==> config.mk <==
export PLATFORM = sky130hd
export DESIGN_NAME = elev_request_tracker
export DESIGN_NICKNAME = d
export VERILOG_FILES = /design/src/rtl/elev_pkg.sv /design/src/rtl/elev_travel_timer.sv /design/src/rtl/elev_request_tracker.sv
export SDC_FILE = /design/constraint.sdc
export NUM_CORES = 1
export LEC_CHECK = 0
export CAP_MARGIN = 10
export CORE_UTILIZATION = 50
export DETAILED_ROUTE_END_ITERATION = 7
export PLACE_DENSITY_LB_ADDON = 0.2
export SYNTH_ARGS = -nofsm -noshare
export SYNTH_HDL_FRONTEND = slang
export SYNTH_HIERARCHICAL = 1
export SYNTH_SLANG_ARGS = --single-unit
==> constraint.sdc <==
create_clock -name clk -period 2.6 [get_ports clk]
set_input_delay 0.26 -clock clk [delete_from_list [all_inputs] [get_ports clk]]
set_output_delay 0.26 -clock clk [all_outputs]
set_load 0.005 [all_outputs]
==> src/rtl/elev_pkg.sv <==
// Shared types and defaults for the elevator request tracker.
//
// Contents:
//   dir_t             - direction of the last completed move (IDLE/UP/DOWN)
//   N_FLOORS_DEF      - default number of floors
//   TRAVEL_CYCLES_DEF - default motor-command cycles per one-floor move
//   floor_w()         - floor index width, $clog2(n) but never below 1
package elev_pkg;

    typedef enum logic [1:0] {
        IDLE = 2'd0,
        UP   = 2'd1,
        DOWN = 2'd2
    } dir_t;

    localparam int N_FLOORS_DEF      = 10;
    localparam int TRAVEL_CYCLES_DEF = 16;

    function automatic int floor_w(input int n);
        return (n <= 2) ? 1 : $clog2(n);
    endfunction

endpackage

==> src/rtl/elev_travel_timer.sv <==
// Travel timer: counts consecutive valid motor-command cycles and emits a
// one-cycle step pulse when a one-floor move completes.
//
// Ports:
//   clk, rst   - clock, asynchronous active-high reset
//   go_up      - motor-up command
//   go_down    - motor-down command
//   open       - door-open command (suppresses travel)
//   at_top     - car is at the highest floor (up travel blocked)
//   at_bottom  - car is at floor 0 (down travel blocked)
//   step_up    - combinational pulse: move up completes this cycle
//   step_down  - combinational pulse: move down completes this cycle
module elev_travel_timer
    import elev_pkg::*;
#(
    parameter int TRAVEL_CYCLES = TRAVEL_CYCLES_DEF
) (
    input  logic clk,
    input  logic rst,
    input  logic go_up,
    input  logic go_down,
    input  logic open,
    input  logic at_top,
    input  logic at_bottom,
    output logic step_up,
    output logic step_down
);

    localparam int TW = $clog2(TRAVEL_CYCLES + 1);
    localparam logic [TW-1:0] LAST = TW'(TRAVEL_CYCLES - 1);

    logic [TW-1:0] timer_q;
    logic [TW-1:0] timer_d;
    logic          move_up;
    logic          move_dn;

    always_comb begin
        // A move is only valid with exactly one command, the door shut and
        // no wall in the way; anything else discards partial travel.
        move_up   = go_up & ~go_down & ~open & ~at_top;
        move_dn   = go_down & ~go_up & ~open & ~at_bottom;
        timer_d   = '0;
        step_up   = 1'b0;
        step_down = 1'b0;
        if (move_up || move_dn) begin
            if (timer_q == LAST) begin
                step_up   = move_up;
                step_down = move_dn;
            end else begin
                timer_d = timer_q + TW'(1);
            end
        end
    end

    always_ff @(posedge clk or posedge rst) begin
        if (rst) begin
            timer_q <= '0;
        end else begin
            timer_q <= timer_d;
        end
    end

endmodule

==> src/rtl/elev_request_tracker.sv <==
// Elevator request tracker: latches hall and car calls, tracks the current
// floor from the controller's motor commands, and produces the request
// summary flags the controller consumes.
//
// Ports:
//   clk, rst        - clock, asynchronous active-high reset
//   button_up       - hall up-call buttons, one bit per floor (level)
//   button_down     - hall down-call buttons, one bit per floor (level)
//   button_floor    - car-panel buttons, one bit per floor (level)
//   go_up, go_down  - motor commands
//   open            - door-open command; clears requests at the current floor
//   floor_number    - current floor (registered)
//   arrive          - one-cycle pulse when floor_number changes
//   request_i       - request pending at the current floor
//   request_j_gt_i  - request pending at any floor above
//   request_j_lt_i  - request pending at any floor below
//
// Build option:
//   ELEV_DIR_CLEAR_EN - when defined, a door opening only clears the hall
//                       call matching the direction of the last move (both
//                       if the car has never moved); car calls always clear.
module elev_request_tracker
    import elev_pkg::*;
#(
    parameter int N_FLOORS      = N_FLOORS_DEF,
    parameter int TRAVEL_CYCLES = TRAVEL_CYCLES_DEF
) (
    input  logic                          clk,
    input  logic                          rst,
    input  logic [N_FLOORS-1:0]           button_up,
    input  logic [N_FLOORS-1:0]           button_down,
    input  logic [N_FLOORS-1:0]           button_floor,
    input  logic                          go_up,
    input  logic                          go_down,
    input  logic                          open,
    output logic [floor_w(N_FLOORS)-1:0]  floor_number,
    output logic                          arrive,
    output logic                          request_i,
    output logic                          request_j_gt_i,
    output logic                          request_j_lt_i
);

    localparam int FW = floor_w(N_FLOORS);
    localparam logic [FW-1:0] TOP = FW'(N_FLOORS - 1);

    logic [N_FLOORS-1:0] up_req_q,  up_req_d;
    logic [N_FLOORS-1:0] dn_req_q,  dn_req_d;
    logic [N_FLOORS-1:0] car_req_q, car_req_d;
    logic [FW-1:0]       floor_q,   floor_d;
    logic                arrive_q,  arrive_d;
    dir_t                last_dir_q, last_dir_d;

    logic                step_up;
    logic                step_down;
    logic                at_top;
    logic                at_bottom;
    logic [N_FLOORS-1:0] floor_onehot;
    logic [N_FLOORS-1:0] pend;
    logic [N_FLOORS-1:0] clr_up;
    logic [N_FLOORS-1:0] clr_dn;
    logic [N_FLOORS-1:0] clr_car;
    logic                gt_any;
    logic                lt_any;

    assign at_top       = (floor_q == TOP);
    assign at_bottom    = (floor_q == '0);
    assign floor_onehot = {{(N_FLOORS-1){1'b0}}, 1'b1} << floor_q;

    elev_travel_timer #(
        .TRAVEL_CYCLES (TRAVEL_CYCLES)
    ) u_timer (
        .clk       (clk),
        .rst       (rst),
        .go_up     (go_up),
        .go_down   (go_down),
        .open      (open),
        .at_top    (at_top),
        .at_bottom (at_bottom),
        .step_up   (step_up),
        .step_down (step_down)
    );

    // Clear masks for the floor the door is open at.
    always_comb begin
        clr_car = open ? floor_onehot : '0;
`ifdef ELEV_DIR_CLEAR_EN
        // Keep the opposite-direction hall call pending so the car still
        // serves it after reversing.
        clr_up  = (open && last_dir_q != DOWN) ? floor_onehot : '0;
        clr_dn  = (open && last_dir_q != UP)   ? floor_onehot : '0;
`else
        clr_up  = clr_car;
        clr_dn  = clr_car;
`endif
    end

    // Capture then clear, so a press at the served floor during open is lost.
    always_comb begin
        up_req_d  = (up_req_q  | button_up)    & ~clr_up;
        dn_req_d  = (dn_req_q  | button_down)  & ~clr_dn;
        car_req_d = (car_req_q | button_floor) & ~clr_car;
    end

    always_comb begin
        floor_d    = floor_q;
        last_dir_d = last_dir_q;
        arrive_d   = step_up | step_down;
        if (step_up) begin
            floor_d    = floor_q + FW'(1);
            last_dir_d = UP;
        end else if (step_down) begin
            floor_d    = floor_q - FW'(1);
            last_dir_d = DOWN;
        end
    end

    always_ff @(posedge clk or posedge rst) begin
        if (rst) begin
            up_req_q   <= '0;
            dn_req_q   <= '0;
            car_req_q  <= '0;
            floor_q    <= '0;
            arrive_q   <= 1'b0;
            last_dir_q <= IDLE;
        end else begin
            up_req_q   <= up_req_d;
            dn_req_q   <= dn_req_d;
            car_req_q  <= car_req_d;
            floor_q    <= floor_d;
            arrive_q   <= arrive_d;
            last_dir_q <= last_dir_d;
        end
    end

    // Summary flags, purely from registered state.
    always_comb begin
        pend   = up_req_q | dn_req_q | car_req_q;
        gt_any = 1'b0;
        lt_any = 1'b0;
        for (int k = 0; k < N_FLOORS; k++) begin
            if (FW'(k) > floor_q) gt_any = gt_any | pend[k];
            if (FW'(k) < floor_q) lt_any = lt_any | pend[k];
        end
    end

    assign floor_number   = floor_q;
    assign arrive         = arrive_q;
    assign request_i      = |(pend & floor_onehot);
    assign request_j_gt_i = gt_any;
    assign request_j_lt_i = lt_any;

endmodule
==> flow_summary.ini <==
[finish]
final_cells = 281
antenna_cells = 0
drive_above_1_share = 0.1459
fin_util = 0.7165
syn2layout_area_growth_pct = 36.32
nets = 275

[setup_path]
slowest_delay_ps = 530
crit_buf_inv = 2
critPathArrivalTime_ps = 2290
path_depth = 6
cp-end-kind = output port
r2r.worst_path.cells = 9
crit_type = flop to output port
cp_max_fo = 8
slowest_stage = clkdlybuf4s50_1
r2r_slack_ps = 290
required_ps = 2340
cpLargestDelayFamily = buffers and inverters
worstPathCellList = buf_4 > ha_1 > o32ai_1 > nor4_1 > o22ai_1 > clkdlybuf4s50_1
critPathLaunchType = flop

[clocking]
ctsHoldBuffers = 0
path_clk_slew_ps = 70
cts_sinks = 40
cts_tree = yes
htreeDepth = 2
numCtsBuffers = 5
max-clock-path-buffers = 2
worstSkewPairLatency_ps = 290
ctsRootBufferMaster = clkbuf_8

[floorplanning]
io_pins = 43
dieArea_um2 = 4160
start_util = 0.5256
core_um2 = 3716
row_count = 22
die_y_um = 64.50
chipWidth_um = 64.50

[synth]
synth_ff_type = dfrtp_1
yosysSeqAreaShare = 0.5125
syn_avg_cell_area_um2 = 10.79
syn_area_um2 = 1953
ys_types = 41
yosys_register_bits = 40
synthArstFlopShare = 1.000
syn-num-nets = 224
synth_warnings = 6
synth-edff-count = 0
syn_inst = 181

[route]
drc = 0
wl_per_cell_um = 16.33
wl_um = 4589
via_per_inst = 5.765
firstDrtPassIters = 4
ant_nets = 0
vias = 1620
drtIter0Drc = 76

[pwr]
ir_worst_vdd_v = 0.0004206
p_leak_uw = 0.0009668
p_per_area_nw_per_um2 = 524.1

[sta]
setup_ws_ps = 54.87
grt_setup_unrepaired = true
tightestPinTransition_ps = 485.1
setup_viol = 0
skew_ps = 5.806
min_period_over_period = 0.9789
hold_viol = 0
max_freq_ghz = 0.3929
drv_slew = 0
min_period_ps = 2545
slew_headroom = 0.6756

[placed_design]
post-dp-hpwl_um = 3443
place_ws_ps = 74.94
routabilityCongestion = 0.9409
dp.cells = 272
io_buffer_count = 42

[global_routing]
grtUsageMet2 = 0.4066
overflow = 0
grt_util_met1 = 0.3006
grt_start_max_net_pins = 36
grt_pass1_wl_um = 7493
grt_pass1_vias = 1588
antenna_found_initial = 0
grt_usage = 0.2411
grt_use_met3 = 0.04401
grt_busiest_layer = met2

[outcome]
run_status = complete, no violations

[job]
cap_violations = 0

[min_path]
hold_path_class = input pin to async pin
area by class of cell:
| class | count | area, um2 |
|---|---|---|
| clock buffers | 7 | 96.34 |
| well taps | 48 | 60.06 |
| flip-flops and latches | 40 | 1005 |
| fillers | 284 | 1054 |
| repair buffers | 48 | 467.9 |
| clock inverters | 1 | 30.03 |
| multi-input cells | 129 | 970.9 |
| inverters | 8 | 32.53 |
final timing paths:
path / from / end
worst max register to register: floor_number[1] / floor_number[3]
max in group asynchronous: rst / floor_number[0]
min in group clk: car_req_q[0] / car_req_q[0]
worst min-delay path: rst / u_timer/timer_q[2]
worst min register to register: car_req_q[0] / car_req_q[0]
worst max-delay path: floor_number[1] / request_j_gt_i
worst register-to-register path, stage by stage (launching register included):
cell and delay, ps:
dfrtp_2 480, inv_4 90, ha_4 200, and2_1 150, or3b_4 380, nor3_1 340, nand2b_1 140, nor4_1 200
a21oi_1 80, xnor2_1 140
synthesized netlist by cell type, types with 4 or more instances:
cell type,number,area share
nand3_1,10,0.026
ha_1,8,0.051
o21a_1,31,0.12
o21ai_0,5,0.013
dfrtp_1,40,0.51
and3_1,5,0.016
nand2_1,6,0.012
inv_1,8,0.015
xnor2_1,4,0.018
nor2_1,6,0.012
nor3_1,10,0.026
kinds of logic after synthesis:
family,synth area share
buffers and inverters,0.02307
DFF,0.5125
AOI/OAI and AO/OA,0.2274
and+or+nand+nor,0.1634
xor gates and xnor gates,0.02242
adders and majority gates,0.05125
per-layer routing:
layer	wire length (um)	vias up	part of all wire
met3	242	7	0.053
met5	0	-	0
met2	2372	50	0.52
li1	-	768	-
met4	66	0	0.014
met1	1908	795	0.42
stage by stage:
step           TNS [ps]  hold WS (ps)  power [uW]  area [um2]
2_1_floorplan         0         38.52       757.4        1953
3_3_place_gp          0         457.0       845.5        2456
3_5_place_dp          0         461.2       854.8        2456
4_1_cts               0         191.6        1406        2620
5_1_grt          -56.39         215.7        1452        2663
6_report              0         194.8        1395        2663
placed cells by master (no fill, tap or decap), types with 3 or more instances in the layout:
cell / count
inv_1: 6
nand2_1: 6
dfrtp_2: 3
clkdlybuf4s50_1: 41
a21oi_1: 3
o21ai_0: 5
ha_4: 3
nand3_1: 10
nor3_1: 7
and3_1: 5
a21boi_0: 3
nor2_1: 5
ha_1: 4
nor3_2: 3
xnor2_1: 4
o21a_1: 31
nand2b_1: 3
buf_4: 6
clkbuf_8: 7
dfrtp_1: 37
or3_1: 3
flip-flops by register name (all words and copies together) (netlist names):
signal	cells
u_timer/timer_q	5
up_req_q	10
car_req_q	10
arrive	1
dn_req_q	10
floor_number	4
report_power, final:
part / total, uW / internal (uW) / switching (uW)
Clock: 540 / 338 / 202
Combinational: 182 / 105 / 76.9
Sequential: 673 / 648 / 25.4
timing repair:
action | 4_1_cts | 5_1_grt
setup endpoints to repair | 2 | 3
resized for setup | 10 | 10
buffers inserted | 0 | 1
pin swaps | 1 | 2
(Power assumes the default switching activity.)
==> RTL change 1 (same flow settings) <==
Put a register stage on the outputs `request_i`, `request_j_gt_i` and `request_j_lt_i`, cleared by the reset. The values now appear one clock later. The other outputs are not delayed to match.
--- a/src/rtl/elev_request_tracker.sv
+++ b/src/rtl/elev_request_tracker.sv
@@ -147,5 +147,13 @@
     assign arrive         = arrive_q;
-    assign request_i      = |(pend & floor_onehot);
-    assign request_j_gt_i = gt_any;
-    assign request_j_lt_i = lt_any;
+    always_ff @(posedge clk or posedge rst) begin
+        if (rst) begin
+            request_i      <= '0;
+            request_j_gt_i <= '0;
+            request_j_lt_i <= '0;
+        end else begin
+            request_i      <= |(pend & floor_onehot);
+            request_j_gt_i <= gt_any;
+            request_j_lt_i <= lt_any;
+        end
+    end
 
Formal check against the unedited RTL: not equivalent (Yosys sat finds a counterexample within 4 cycles, from zero or initial values and one cycle with rst high).
==> RTL change 1 against the unedited design <==
Worst hold slack worse by 0.0036 ns; cell area is 1.3% lower; sequential cell count rose by 3; area after synthesis rose by 3.8%; wire length up 3.5%; worst setup slack better by 0.28 ns; total power down 6.8%; cell count rose by 1.4%; largest power group unchanged.
==> RTL change 1: results (changes against the unedited design) <==
status - finished, final reports clean
synth unique cells - 41 (unchanged)
dominant cells by area after synthesis - dfrtp_1, o21a_1, ha_1, nand3_1, nor3_1
I/O Buffers - 42 (unchanged)
layout net count - 279 (+1.5%)
share of layout cells above drive strength 1 - 8.44% (-6.2 points)
Mapped Nets - 227 (+1.3%)
first-pass GRT wire length - 7770 um (+3.7%)
r2r worst-path depth - 8 (-1)
R2R Path Start - floor_number[3]$_DFFE_PP0P_
drt first pass iters - 4 (unchanged)
vias in the first global route - 1668 (+5.0%)
final WL - 4750 um (+3.5%)
Pleak - 0.984 nW (+1.8%)
CP arrival - 2.43 ns (+0.14 ns)
synthesis warning total - 6 (unchanged)
Worst-path clk slew - 0.07 ns (about the same)
DP HPWL - 3670 um (+6.5%)
FFs w/ async S/R, synth - 100% (unchanged)
# resized after CTS - 0 (-10)
Synth Flop Type - dfrtp_1
Post-CTS Setup Inserts - 0 (unchanged)
Hold WS - 0.191 ns (-0.00358 ns)
critical path fanouts, max - 9 (+1)
switch share - 24.1% (+2.3 points)
Total Routing Usage GR - 24.9% (+0.76 points)
Inserted Clock Buffers - 5 (unchanged)
Max VDD drop - 0.347 mV (-18%)
initial DRC count - 73 (-3.9%)
CTS Buffer Depth - 2 (unchanged)
reg2reg setup slack - 0.34 ns (+0.05 ns)
Worst Max-Slew Pin Slew - 0.593 ns (+0.108 ns)
largest net degree at the start of global routing - 39 (+8.3%)
CTS H-Tree Depth - 2 (unchanged)
average vias per placed instance - 5.64 (-2.1%)
clock latency on the worst-skew pair - 0.29 ns (about the same)
gp weighted congestion - 0.901 (-4.2%)
clk root buf - clkbuf_8
Clock Skew - 0.00404 ns (-0.00176 ns)
ANT cells - 0 (unchanged)
commonest cells in the netlist - dfrtp_1, o21a_1, nand3_1, nor3_1
largest registers - car_req_q (10), dn_req_q (10), up_req_q (10)
register area share after synthesis - 53.1% (+1.8 points)
hold_buf cts - 0 (unchanged)
==> RTL change 1: changes by cell type after synthesis <==
cell     unedited run  this run
dfrtp_1            40        43
==> RTL change 1: worst max path at each step <==
stage / startpoint / endpoint / slack, ns / cells past startpoint
floorplan: floor_number[1]$_DFFE_PP0P_ / floor_number[3]$_DFFE_PP0P_ / 0.25 / 10
global placement: floor_number[3]$_DFFE_PP0P_ / floor_number[3]$_DFFE_PP0P_ / 0.48 / 8
detailed placement: floor_number[3]$_DFFE_PP0P_ / floor_number[3]$_DFFE_PP0P_ / 0.39 / 8
CTS: floor_number[3]$_DFFE_PP0P_ / floor_number[3]$_DFFE_PP0P_ / 0.37 / 8
global route: floor_number[3]$_DFFE_PP0P_ / floor_number[3]$_DFFE_PP0P_ / 0.19 / 8
finish: floor_number[3]$_DFFE_PP0P_ / floor_number[3]$_DFFE_PP0P_ / 0.34 / 8
==> RTL change 1: area by class of cell <==
type                            instances  area, um2
Fill cell                             284       1140
Sequential cell                        43       1080
Multi-Input combinational cell        129        907
Timing Repair Buffer                   49        473
Clock buffer                            7       76.3
Tap cell                               48       60.1
Inverter                                8       30.0
Clock inverter                          1       5.00
==> RTL change 1: critical path: stages, from the launching register on <==
cell and delay (ns):
dfrtp_1 0.51, nor2_1 0.19, and2_1 0.19, or3b_4 0.37, nor3_1 0.32, nand2b_1 0.14, nor4_1 0.19, a21oi_1 0.08
xnor2_1 0.15
==> RTL change 1: cell families (layout without fill, tap and decap cells) <==
| family | count (synthesis) | in the layout | share of synthesized area (%) |
|---|---|---|---|
| flops | 43 | 43 | 53.1 |
| fa+ha+maj | 8 | 8 | 4.94 |
| compound gates | 60 | 60 | 21.9 |
| simple gates | 56 | 56 | 15.7 |
| xor+xnor | 5 | 5 | 2.16 |
| buf+inv | 12 | 65 | 2.22 |
==> RTL change 1: layer usage <==
metal / wire [um] / GRT usage, % / up-vias
met1: 2000 / 31.4 / 766
met3: 274 / 4.86 / 9
met2: 2390 / 41.2 / 60
li1: - / - / 773
met5: 0 / 0 / -
met4: 87 / 10.9 / 0
==> RTL change 1: through the flow <==
step                      power, mW  worst slack [ns]  area (um2)  util [%]  instances
after floorplan               0.809             0.251        2030         -        184
after global placement        0.904             0.475        2550      67.5        277
after detailed placement      0.912             0.394        2550      67.5        277
after CTS                      1.31             0.371        2630      69.7        285
after global routing           1.35             0.195        2630      69.7        285
final                          1.30             0.337        2630      69.7        285
==> RTL change 1: power by group through the flow <==
stage | Clock (mW) | Combinational (mW) | Sequential (mW)
3_3_place_gp | 0 | 0.177 | 0.727
2_1_floorplan | 0 | 0.0811 | 0.728
6_report | 0.402 | 0.182 | 0.717
4_1_cts | 0.411 | 0.183 | 0.717
5_1_grt | 0.431 | 0.200 | 0.720
3_5_place_dp | 0 | 0.182 | 0.731
==> RTL change 2 (same flow settings) <==
Made on the original files. Add a define of `ELEV_DIR_CLEAR_EN`.
--- a/src/rtl/elev_request_tracker.sv
+++ b/src/rtl/elev_request_tracker.sv
@@ -21,2 +21,4 @@
 //                       if the car has never moved); car calls always clear.
+`define ELEV_DIR_CLEAR_EN
+
 module elev_request_tracker
Formal check against the unedited RTL: same outputs for any inputs over 10 cycles, from zero or initial values and one cycle with rst high; that may be too few to reach the edited logic, so the function may still have changed.
==> RTL change 2 against the unedited design <==
Total power down 9.1%; register-to-register slack worse by 0.03 ns; wire length up 9.0%; cell area up 1.1%; core utilization down 0.80 points; clock power down 21%; area after synthesis up 5.4%; sequential cell count up 2; cell count up 7.8%; non-clock buffer count up 5; die area up 5.2%; global-route usage up 2.2 points; largest cell class unchanged; worst setup slack better by 0.019 ns; sequential power up 0.6%.
==> RTL change 2: results (changes against the unedited design) <==
CTS H-Tree Depth - 2 (unchanged)
Routed WL per cell - 16.5 um (+1.1%)
drt first pass iters - 6 (+2)
DP HPWL - 3620 um (+5.0%)
Slowest-stage cell, CP - nor3_1
Total Routing Usage GR - 26.4% (+2.2 points)
Pleak - 1.03 nW (+6.5%)
synthesis warning total - 6 (unchanged)
CP arrival - 2.27 ns (-0.02 ns)
gp weighted congestion - 0.929 (-1.2%)
Max VDD drop - 0.279 mV (-34%)
largest registers - car_req_q (10), dn_req_q (10), up_req_q (10)
first-pass GRT wire length - 8480 um (+13%)
commonest cells in the netlist - dfrtp_1, o22a_1, nor2_1, inv_1, nor3_1
max incr delay on CP - 0.52 ns
initial antenna violation count - 0 (unchanged)
critical path fanouts, max - 4 (-4)
most frequent cell after synthesis - dfrtp_1
status - finished, final reports clean
ANT cells - 0 (unchanged)
Clock Skew - 0.00722 ns (+0.00142 ns)
dominant cells by area after synthesis - dfrtp_1, o22a_1, ha_1, a31oi_1, nor3_1
Worst Max-Slew Pin Slew - 0.962 ns (+0.477 ns)
vias in the first global route - 1803 (+14%)
Mapped Nets - 244 (+8.9%)
CTS Buffer Depth - 2 (unchanged)
synth unique cells - 44 (+7.3%)
clock latency on the worst-skew pair - 0.30 ns
initial DRC count - 165 (+120%)
I/O Buffers - 42 (unchanged)
largest net degree at the start of global routing - 38 (+5.6%)
Worst-path clk slew - 0.08 ns
Hold Path Class - in2async
Place WS - 0.275 ns (+0.200 ns)
layout net count - 297 (+8.0%)
register area share after synthesis - 51.1% (-0.19 points)
share of layout cells above drive strength 1 - 12.5% (-2.0 points)
FFs w/ async S/R, synth - 100% (unchanged)
average vias per placed instance - 5.93 (+2.9%)
## RTL change 2: area by class of cell
class                           count  area [um2]
Fill cell                         295        1110
Sequential cell                    42        1050
Multi-Input combinational cell    138         933
Timing Repair Buffer               53         503
Clock buffer                        7        86.3
Tap cell                           48        60.1
Inverter                           14        52.6
Clock inverter                      1        5.00
## RTL change 2: path summary, 6_finish.rpt
kind | start | to | slack [ns] | depth (start not counted)
hold / removal | rst | u_timer/timer_q[2]$_DFF_PP0_ | 0.19 | 2
setup / recovery | dn_req_q[2]$_DFF_PP0_ | request_i | 0.07 | 5
setup reg to reg | floor_number[0]$_DFFE_PP0P_ | floor_number[1]$_DFFE_PP0P_ | 0.26 | 9
min in group clk | u_timer/timer_q[4]$_DFF_PP0_ | u_timer/timer_q[4]$_DFF_PP0_ | 0.50 | 1
max in group asynchronous | rst | floor_number[0]$_DFFE_PP0P_ | 1.88 | 3
hold reg to reg | u_timer/timer_q[4]$_DFF_PP0_ | u_timer/timer_q[4]$_DFF_PP0_ | 0.50 | 1
## RTL change 2: logic make-up after synthesis
| kind of cell | synth area share, % |
|---|---|
| buf+inv | 4.01 |
| simple gates | 15.7 |
| flops | 51.1 |
| fa+ha+maj | 4.86 |
| xor+xnor | 2.13 |
| compound gates | 22.2 |
## RTL change 2: critical path: cells and delay by family (launching register included)
family,cells,cell delay [ns]
AND/OR/NAND/NOR,2,0.56
flip-flops,1,0.39
buffers and inverters,1,0.45
AO/OA/AOI/OAI,2,0.57
## RTL change 2: per-layer routing
layer,up-vias,global-route usage (%),part of all wire [%]
met5,-,0,0
met4,0,13.8,2.6
met3,15,6.38,5.5
met2,61,39.8,46
met1,874,34.9,46
li1,848,-,-
## RTL change 2: metrics by stage
step                      area (um2)  instances  hold slack, ns
after detailed placement        2590        295           0.489
after global placement          2590        295           0.481
after CTS                       2680        303           0.196
final                           2690        303           0.192
after global routing            2690        303           0.225
after floorplan                 2060        201          0.0385
## RTL change 2: power by group
part / leakage (nW) / switching (mW) / internal (mW)
Sequential: 0.426 / 0.0110 / 0.666
Combinational: 0.555 / 0.0736 / 0.0903
Clock: 0.0482 / 0.214 / 0.214
Total: 1.03 / 0.298 / 0.971
## RTL change 2: what timing repair did
action / CTS / global route
gates resized for setup: 0 / 6
buffers inserted: 0 / 0
setup endpoints to repair: 0 / 2
